<file path="src/rtl/apb_i2c_controller.sv">
// APB-programmable single-controller I2C engine.
// One CMD write runs START -> byte -> STOP (any subset) on open-drain SCL/SDA.
// Timing is built from quarter-bit slots of PRESCALE+1 PCLK cycles each.
//
// state    | meaning
// ---------+--------------------------------------------------------------
// ST_IDLE  | no command running; lines hold their post-command level
// ST_START | (repeated) START condition, four quarters
// ST_BIT   | one of nine bit slots of a byte (eight data + ACK)
// ST_STOP  | STOP condition, four quarters
module apb_i2c_controller #(
  parameter logic [7:0] PRESCALE_RST = 8'd4,
  parameter int         ADDR_W       = 5
) (
  input  logic              PCLK,
  input  logic              PRESETn,
  input  logic              PSEL,
  input  logic [ADDR_W-1:0] PADDR,
  input  logic              PENABLE,
  input  logic              PWRITE,
  input  logic [7:0]        PWDATA,
  output logic [7:0]        PRDATA,
  output logic              PREADY,
  input  logic              scl_in,
  output logic              scl_oe,
  input  logic              sda_in,
  output logic              sda_oe,
  output logic              irq
);

  typedef enum logic [1:0] {ST_IDLE, ST_START, ST_BIT, ST_STOP} state_t;

  state_t      state_q, state_d;
  logic [1:0]  q_q, q_d;
  logic [7:0]  tmr_q, tmr_d;
  logic [3:0]  bit_q, bit_d;

  logic [7:0]  prescale_q, txdata_q, rxdata_q, rx_shift_q, tx_shift_q;
  logic        busy_q, rxnack_q, done_q;
  logic        c_stop_q, c_write_q, c_read_q, c_ack_q;
  logic        scl_hold_q, sda_hold_q;

  logic        wr_en, cmd_go, stall, sample, finish;
  logic        scl_c, sda_c;
  logic [2:0]  addr;
  state_t      first_phase;
  logic        unused_paddr;

  assign addr         = PADDR[2:0];
  assign unused_paddr = ^PADDR[ADDR_W-1:3];
  assign wr_en        = PSEL & PENABLE & PWRITE;
  // A command with no phase bits is accepted but does nothing.
  assign cmd_go       = wr_en && (addr == 3'd3) && !busy_q && (|PWDATA[3:0]);

  assign first_phase = PWDATA[0]               ? ST_START :
                       (PWDATA[2] | PWDATA[3]) ? ST_BIT   : ST_STOP;

  assign PREADY = 1'b1;
  assign scl_oe = scl_c;
  assign sda_oe = sda_c;
  assign irq    = done_q;

  // Register read mux; CMD and unmapped addresses read as zero.
  always_comb begin
    PRDATA = 8'h00;
    case (addr)
      3'd0:    PRDATA = prescale_q;
      3'd1:    PRDATA = txdata_q;
      3'd2:    PRDATA = rxdata_q;
      3'd4:    PRDATA = {5'd0, done_q, rxnack_q, busy_q};
      default: PRDATA = 8'h00;
    endcase
  end

  // FSM state, quarter index, quarter down-timer and bit index.
  always_ff @(posedge PCLK or negedge PRESETn) begin
    if (!PRESETn) begin
      state_q <= ST_IDLE;
      q_q     <= 2'd0;
      tmr_q   <= 8'd0;
      bit_q   <= 4'd0;
    end else begin
      state_q <= state_d;
      q_q     <= q_d;
      tmr_q   <= tmr_d;
      bit_q   <= bit_d;
    end
  end

  // Line drive per state/quarter, stretch detection and phase sequencing.
  always_comb begin
    state_d = state_q;
    q_d     = q_q;
    tmr_d   = tmr_q;
    bit_d   = bit_q;
    scl_c   = 1'b0;
    sda_c   = 1'b0;
    stall   = 1'b0;
    sample  = 1'b0;
    finish  = 1'b0;

    case (state_q)
      ST_START: begin
        scl_c = (q_q == 2'd3);
        sda_c = (q_q != 2'd0);
      end
      ST_BIT: begin
        scl_c = ~q_q[1];
        if (bit_q[3])
          sda_c = c_write_q ? 1'b0 : ~c_ack_q;
        else
          sda_c = c_write_q & ~tx_shift_q[~bit_q[2:0]];
      end
      ST_STOP: begin
        scl_c = (q_q == 2'd0);
        sda_c = ~q_q[1];
      end
      default: begin
        scl_c = scl_hold_q;
        sda_c = sda_hold_q;
      end
    endcase

    if (state_q == ST_IDLE) begin
      if (cmd_go) begin
        state_d = first_phase;
        q_d     = 2'd0;
        tmr_d   = prescale_q;
        bit_d   = 4'd0;
      end
    end else begin
      // A target holding SCL low freezes any quarter in which we release it.
      stall = ~scl_c & ~scl_in;
      if (!stall) begin
        if (tmr_q != 8'd0) begin
          tmr_d = tmr_q - 8'd1;
        end else begin
          tmr_d  = prescale_q;
          q_d    = q_q + 2'd1;
          sample = (state_q == ST_BIT) && (q_q == 2'd2);
          if (q_q == 2'd3) begin
            case (state_q)
              ST_START: begin
                if (c_write_q | c_read_q) state_d = ST_BIT;
                else if (c_stop_q)        state_d = ST_STOP;
                else begin
                  state_d = ST_IDLE;
                  finish  = 1'b1;
                end
              end
              ST_BIT: begin
                if (bit_q != 4'd8) begin
                  bit_d = bit_q + 4'd1;
                end else begin
                  bit_d = 4'd0;
                  if (c_stop_q) state_d = ST_STOP;
                  else begin
                    state_d = ST_IDLE;
                    finish  = 1'b1;
                  end
                end
              end
              default: begin
                state_d = ST_IDLE;
                finish  = 1'b1;
              end
            endcase
          end
        end
      end
    end
  end

  // Software-visible configuration registers.
  always_ff @(posedge PCLK or negedge PRESETn) begin
    if (!PRESETn) begin
      prescale_q <= PRESCALE_RST;
      txdata_q   <= 8'h00;
    end else begin
      if (wr_en && (addr == 3'd0) && !busy_q) prescale_q <= PWDATA;
      if (wr_en && (addr == 3'd1))            txdata_q   <= PWDATA;
    end
  end

  // Command latch, status flags, received data and idle line levels.
  always_ff @(posedge PCLK or negedge PRESETn) begin
    if (!PRESETn) begin
      busy_q     <= 1'b0;
      done_q     <= 1'b0;
      rxnack_q   <= 1'b0;
      rxdata_q   <= 8'h00;
      rx_shift_q <= 8'h00;
      tx_shift_q <= 8'h00;
      c_stop_q   <= 1'b0;
      c_write_q  <= 1'b0;
      c_read_q   <= 1'b0;
      c_ack_q    <= 1'b0;
      scl_hold_q <= 1'b0;
      sda_hold_q <= 1'b0;
    end else begin
      if (cmd_go) begin
        busy_q     <= 1'b1;
        done_q     <= 1'b0;
        c_stop_q   <= PWDATA[1];
        c_write_q  <= PWDATA[2];
        c_read_q   <= PWDATA[3];
        c_ack_q    <= PWDATA[4];
        tx_shift_q <= txdata_q;
      end
      if (finish) begin
        busy_q     <= 1'b0;
        done_q     <= 1'b1;
        // After START or a byte SCL stays low so the next command owns the bus.
        scl_hold_q <= (state_q != ST_STOP);
        sda_hold_q <= sda_c;
      end
      if (sample) begin
        if (c_write_q) begin
          if (bit_q[3]) rxnack_q <= sda_in;
        end else if (!bit_q[3]) begin
          rx_shift_q <= {rx_shift_q[6:0], sda_in};
          if (bit_q[2:0] == 3'd7) rxdata_q <= {rx_shift_q[6:0], sda_in};
        end
      end
    end
  end

endmodule

</file>
<file path="config.mk">
export PLATFORM = sky130hd
export DESIGN_NAME = apb_i2c_controller
export DESIGN_NICKNAME = d
export VERILOG_FILES = /design/src/rtl/apb_i2c_controller.sv
export SDC_FILE = /design/constraint.sdc
export NUM_CORES = 1
export LEC_CHECK = 0
export CAP_MARGIN = 25
export CORE_UTILIZATION = 45
export DETAILED_ROUTE_END_ITERATION = 6
export HOLD_SLACK_MARGIN = 0.02
export PLACE_DENSITY = 0.73
export SLEW_MARGIN = 0
export SYNTH_ARGS = -nofsm -noshare
export SYNTH_HDL_FRONTEND = slang
export SYNTH_SLANG_ARGS = --single-unit
</file>
<file path="constraint.sdc">
create_clock -name PCLK -period 2.75 [get_ports PCLK]
set_input_delay 0.6875 -clock PCLK [delete_from_list [all_inputs] [get_ports PCLK]]
set_output_delay 0.6875 -clock PCLK [all_outputs]
set_load 0.1 [all_outputs]
</file>
==> summary.txt <==
Outcome
  – Status: finished, final reports clean

STA
  – Finish-stage setup viols: 0
  – Worst hold slack: 0.333 ns
  – RSZ-0062 raised after global routing: yes
  – Final Skew: 0.00890 ns
  – Min Clock Period, post-route: 2.74 ns
  – Final worst-path cycle share: 0.997
  – Final hold vios: 0
  – Final Slew Violations: 0
  – Final setup TNS: 0 ns
  – Relative slew slack: 0.527
  – Final worst slack: 0.00767 ns
  – Worst Tran Pin Value: 0.703 ns
  – Max Clk Rate: 365 MHz

Drt
  – # DRC: 0
  – DRC marker count from the first detailed-route iteration: 149
  – Routed wire length: 7780 microns
  – First drt pass iteration count: 4
  – Via count: 2593
  – DR WL/cell: 16.7 microns
  – Drt via density: 5.56
  – ANT nets after route: 0

Synth
  – Area leader, netlist: dfrtp_1
  – Synth top area share: 0.456
  – Post-synthesis sequential area ratio: 0.464
  – Synth Flop Type: dfrtp_1
  – Netlist cell types: 56
  – Synthesis-stage register bit count: 64
  – Largest cells by area after synthesis: dfrtp_1, mux2_2, ha_1, mux2i_1, mux2_4
  – Syn Inst Count: 310
  – Asr flop ratio synth: 1.00
  – Post-synth EDFFs: 0
  – Post-Syn Area: 0.00346 sq mm
  – Syn Nets: 343
  – Syn Area/Cell: 11.2 sq um
  – Yosys warnings: 0

Die
  – Starting Density: 0.472
  – CORE AREA: 0.00733 sq mm
  – Die ar.: 0.00804 sq mm
  – Io pins: 32
  – Floorplan die width: 89.7 microns
  – Site Rows: 31
  – Die height: 89.7 microns

Clock tree
  – Htree depth: 3
  – Clock-pin slew on the worst setup and hold paths: 0.07 ns
  – Clk sinks: 64
  – Num CTS Buffers: 9
  – Deepest clock path buffer count: 2
  – Clock root buffer: clkbuf_8
  – Clk_lat worst skew: 0.34 ns
  – CTS tree: yes

Setup path
  – Reg2Reg Launch Point: state_q[1]
  – RR Endpoint: rxdata_q[2]
  – CP Cell Sequence: mux2i_1 > mux4_2 > nand4b_1 > o311ai_2 > o21a_1 > buf_12
  – Largest stage delay on the critical path: 0.48 ns
  – Worst setup SP type: flip-flop
  – Family with the most delay on the worst path: multiplexers
  – CP Data Arrival Time: 2.05 ns
  – Worst path slowest cell: dfrtp_2
  – Critical path class: flip-flop to primary output
  – R2r worst-path depth: 8
  – Crit. End Element: primary output
  – R2R setup slack: 0.51 ns
  – Worst path required time: 2.06 ns
  – Bufs and invs on worst path: 1
  – CP max FO: 7

Power and ir drop
  – Comb pwr share: 0.400
  – Pleak: 2.02 nW
  – P_int: 2.37 mW
  – Max VDD drop: 0.315 mV
  – Switch Pwr: 1.48 mW
  – Total power: 3.85 mW
  – Clock group share of total power: 0.265
  – Switching Share: 0.385
  – Power density over cell area: 853 mW/mm^2
  – Sequential share of power: 0.335

Layout
  – Ant diodes: 0
  – Fill cells: 558
  – Final core utilization: 0.615
  – Layout cells sized above 1: 0.360
  – Area growth syn-to-layout: 30.5%
  – Final nets: 395

Global routing
  – Congestion Overflow GR: 0
  – Total track usage: 0.211
  – Antenna violations before repair: 0
  – Number of global-route vias before repair: 2598
  – First-pass GRT wire length: 12500 microns
  – Largest net degree at the start of global routing: 65

Flow run
  – Max-cap violations: 0

Placement
  – Final HPWL from detailed placement: 5510 microns
  – Final RePlAce weighted congestion: 0.853
  – Dpl ws: -0.0729 ns
  – Port bufs: 28

Hold path
  – Hold WC Path Type: input pin to async pin
-- stage by stage --
stage	cell area, sq um	std cells
final	4510	466
after global routing	4510	466
after CTS	4430	461
after global placement	4130	445
after detailed placement	4130	445
after floorplan	3520	310
-- repair_timing --
action	in CTS	in global routing
gates cloned	0	2
hold endpoints to repair	0	0
hold buffers	0	0
buffers inserted	0	3
endpoints found under the setup margin	9	9
gates resized for setup	11	9
pin swaps	0	0
-- state kept, by name, indices dropped and copies added (netlist names), 4 cells and up --
name / count
prescale_q: 8
rxdata_q: 8
tmr_q: 8
tx_shift_q: 8
txdata_q: 8
rx_shift_q: 7
bit_q: 4
-- how the worst max path moves through the flow --
stage                end  cells past startpoint  slack (ns)  startpoint
2_1_floorplan  PRDATA[0]                      5     -0.0003    PADDR[1]
3_3_place_gp   PRDATA[4]                      7       -0.06    PADDR[0]
3_5_place_dp   PRDATA[4]                      7       -0.07    PADDR[0]
4_1_cts           sda_oe                      6       -0.02    bit_q[0]
5_1_grt           sda_oe                      6       -0.05    bit_q[0]
6_report          sda_oe                      6       0.008    bit_q[0]
-- synth_stat cells (all sizes together), types with 5 or more instances --
cell type / instances
dfrtp: 63
nor2: 19
a21oi: 21
o21ai: 22
mux2i: 15
nor3: 9
inv: 16
buf: 6
nand4: 6
ha: 13
nand2: 14
mux2: 46
clkbuf: 5
nand3: 7
-- cell usage in the layout, fill, tap and decap left out, types with 2 or more instances in the layout --
cell type | synthesis | layout
o21ai_2 | 1 | 2
ha_2 | 0 | 2
nor3b_1 | 4 | 3
o21ai_4 | 0 | 2
nand3_1 | 7 | 7
nor2_4 | 0 | 5
nand4_1 | 6 | 6
nand4b_1 | 2 | 2
clkdlybuf4s50_1 | 0 | 14
nor3_1 | 8 | 8
mux2_4 | 8 | 8
buf_4 | 1 | 20
a21oi_2 | 0 | 8
buf_2 | 3 | 2
mux2i_1 | 15 | 14
a31o_2 | 2 | 2
and2_1 | 2 | 2
ha_1 | 13 | 11
nor4_1 | 2 | 2
dfrtp_1 | 63 | 62
inv_1 | 16 | 16
dlymetal6s2s_1 | 0 | 2
nor2_1 | 19 | 14
clkbuf_8 | 0 | 10
buf_12 | 0 | 12
mux2_2 | 38 | 38
a21oi_1 | 21 | 13
o22ai_1 | 2 | 2
nand2_1 | 13 | 13
a31oi_1 | 2 | 2
o21ai_0 | 21 | 18
nand2b_1 | 2 | 2
bufinv_16 | 0 | 3
nor2b_1 | 3 | 2
o21a_1 | 2 | 2
-- power groups by stage --
stage | clock network (mW) | registers (mW) | logic, mW
2_1_floorplan | 0 | 1.27 | 1.01
3_3_place_gp | 0 | 1.29 | 1.44
3_5_place_dp | 0 | 1.30 | 1.48
4_1_cts | 1.03 | 1.28 | 1.51
5_1_grt | 1.07 | 1.32 | 1.68
6_report | 1.02 | 1.29 | 1.54
-- layout make-up --
cell class,instances,area [sq um],share of cell area
repair buffers,52,602,0.133
inverters,17,63.8,0.0141
clock buffers,10,138,0.0305
flip-flops and latches,64,1600,0.356
well taps,99,124,0.0275
clock inverters,6,115,0.0255
multi-input cells,218,1860,0.413
-- kinds of logic (layout without fill, tap and decap cells) --
family	count (synthesis)	after routing	synth area share
simple gates	79	79	0.135
mux	62	62	0.208
other cells	1	1	0.00108
fa+ha+maj	13	13	0.0471
compound gates	62	62	0.107
xor+xnor	1	1	0.00253
buf+inv	28	85	0.0351
flops	64	64	0.464
-- layer usage --
layer	GRT usage	wire (microns)	up-vias
li1	-	-	1225
met1	0.286	3670	1279
met2	0.337	3640	73
met3	0.0375	325	16
met4	0.0837	140	0
met5	0	0	-
(Power assumes the default switching activity.)
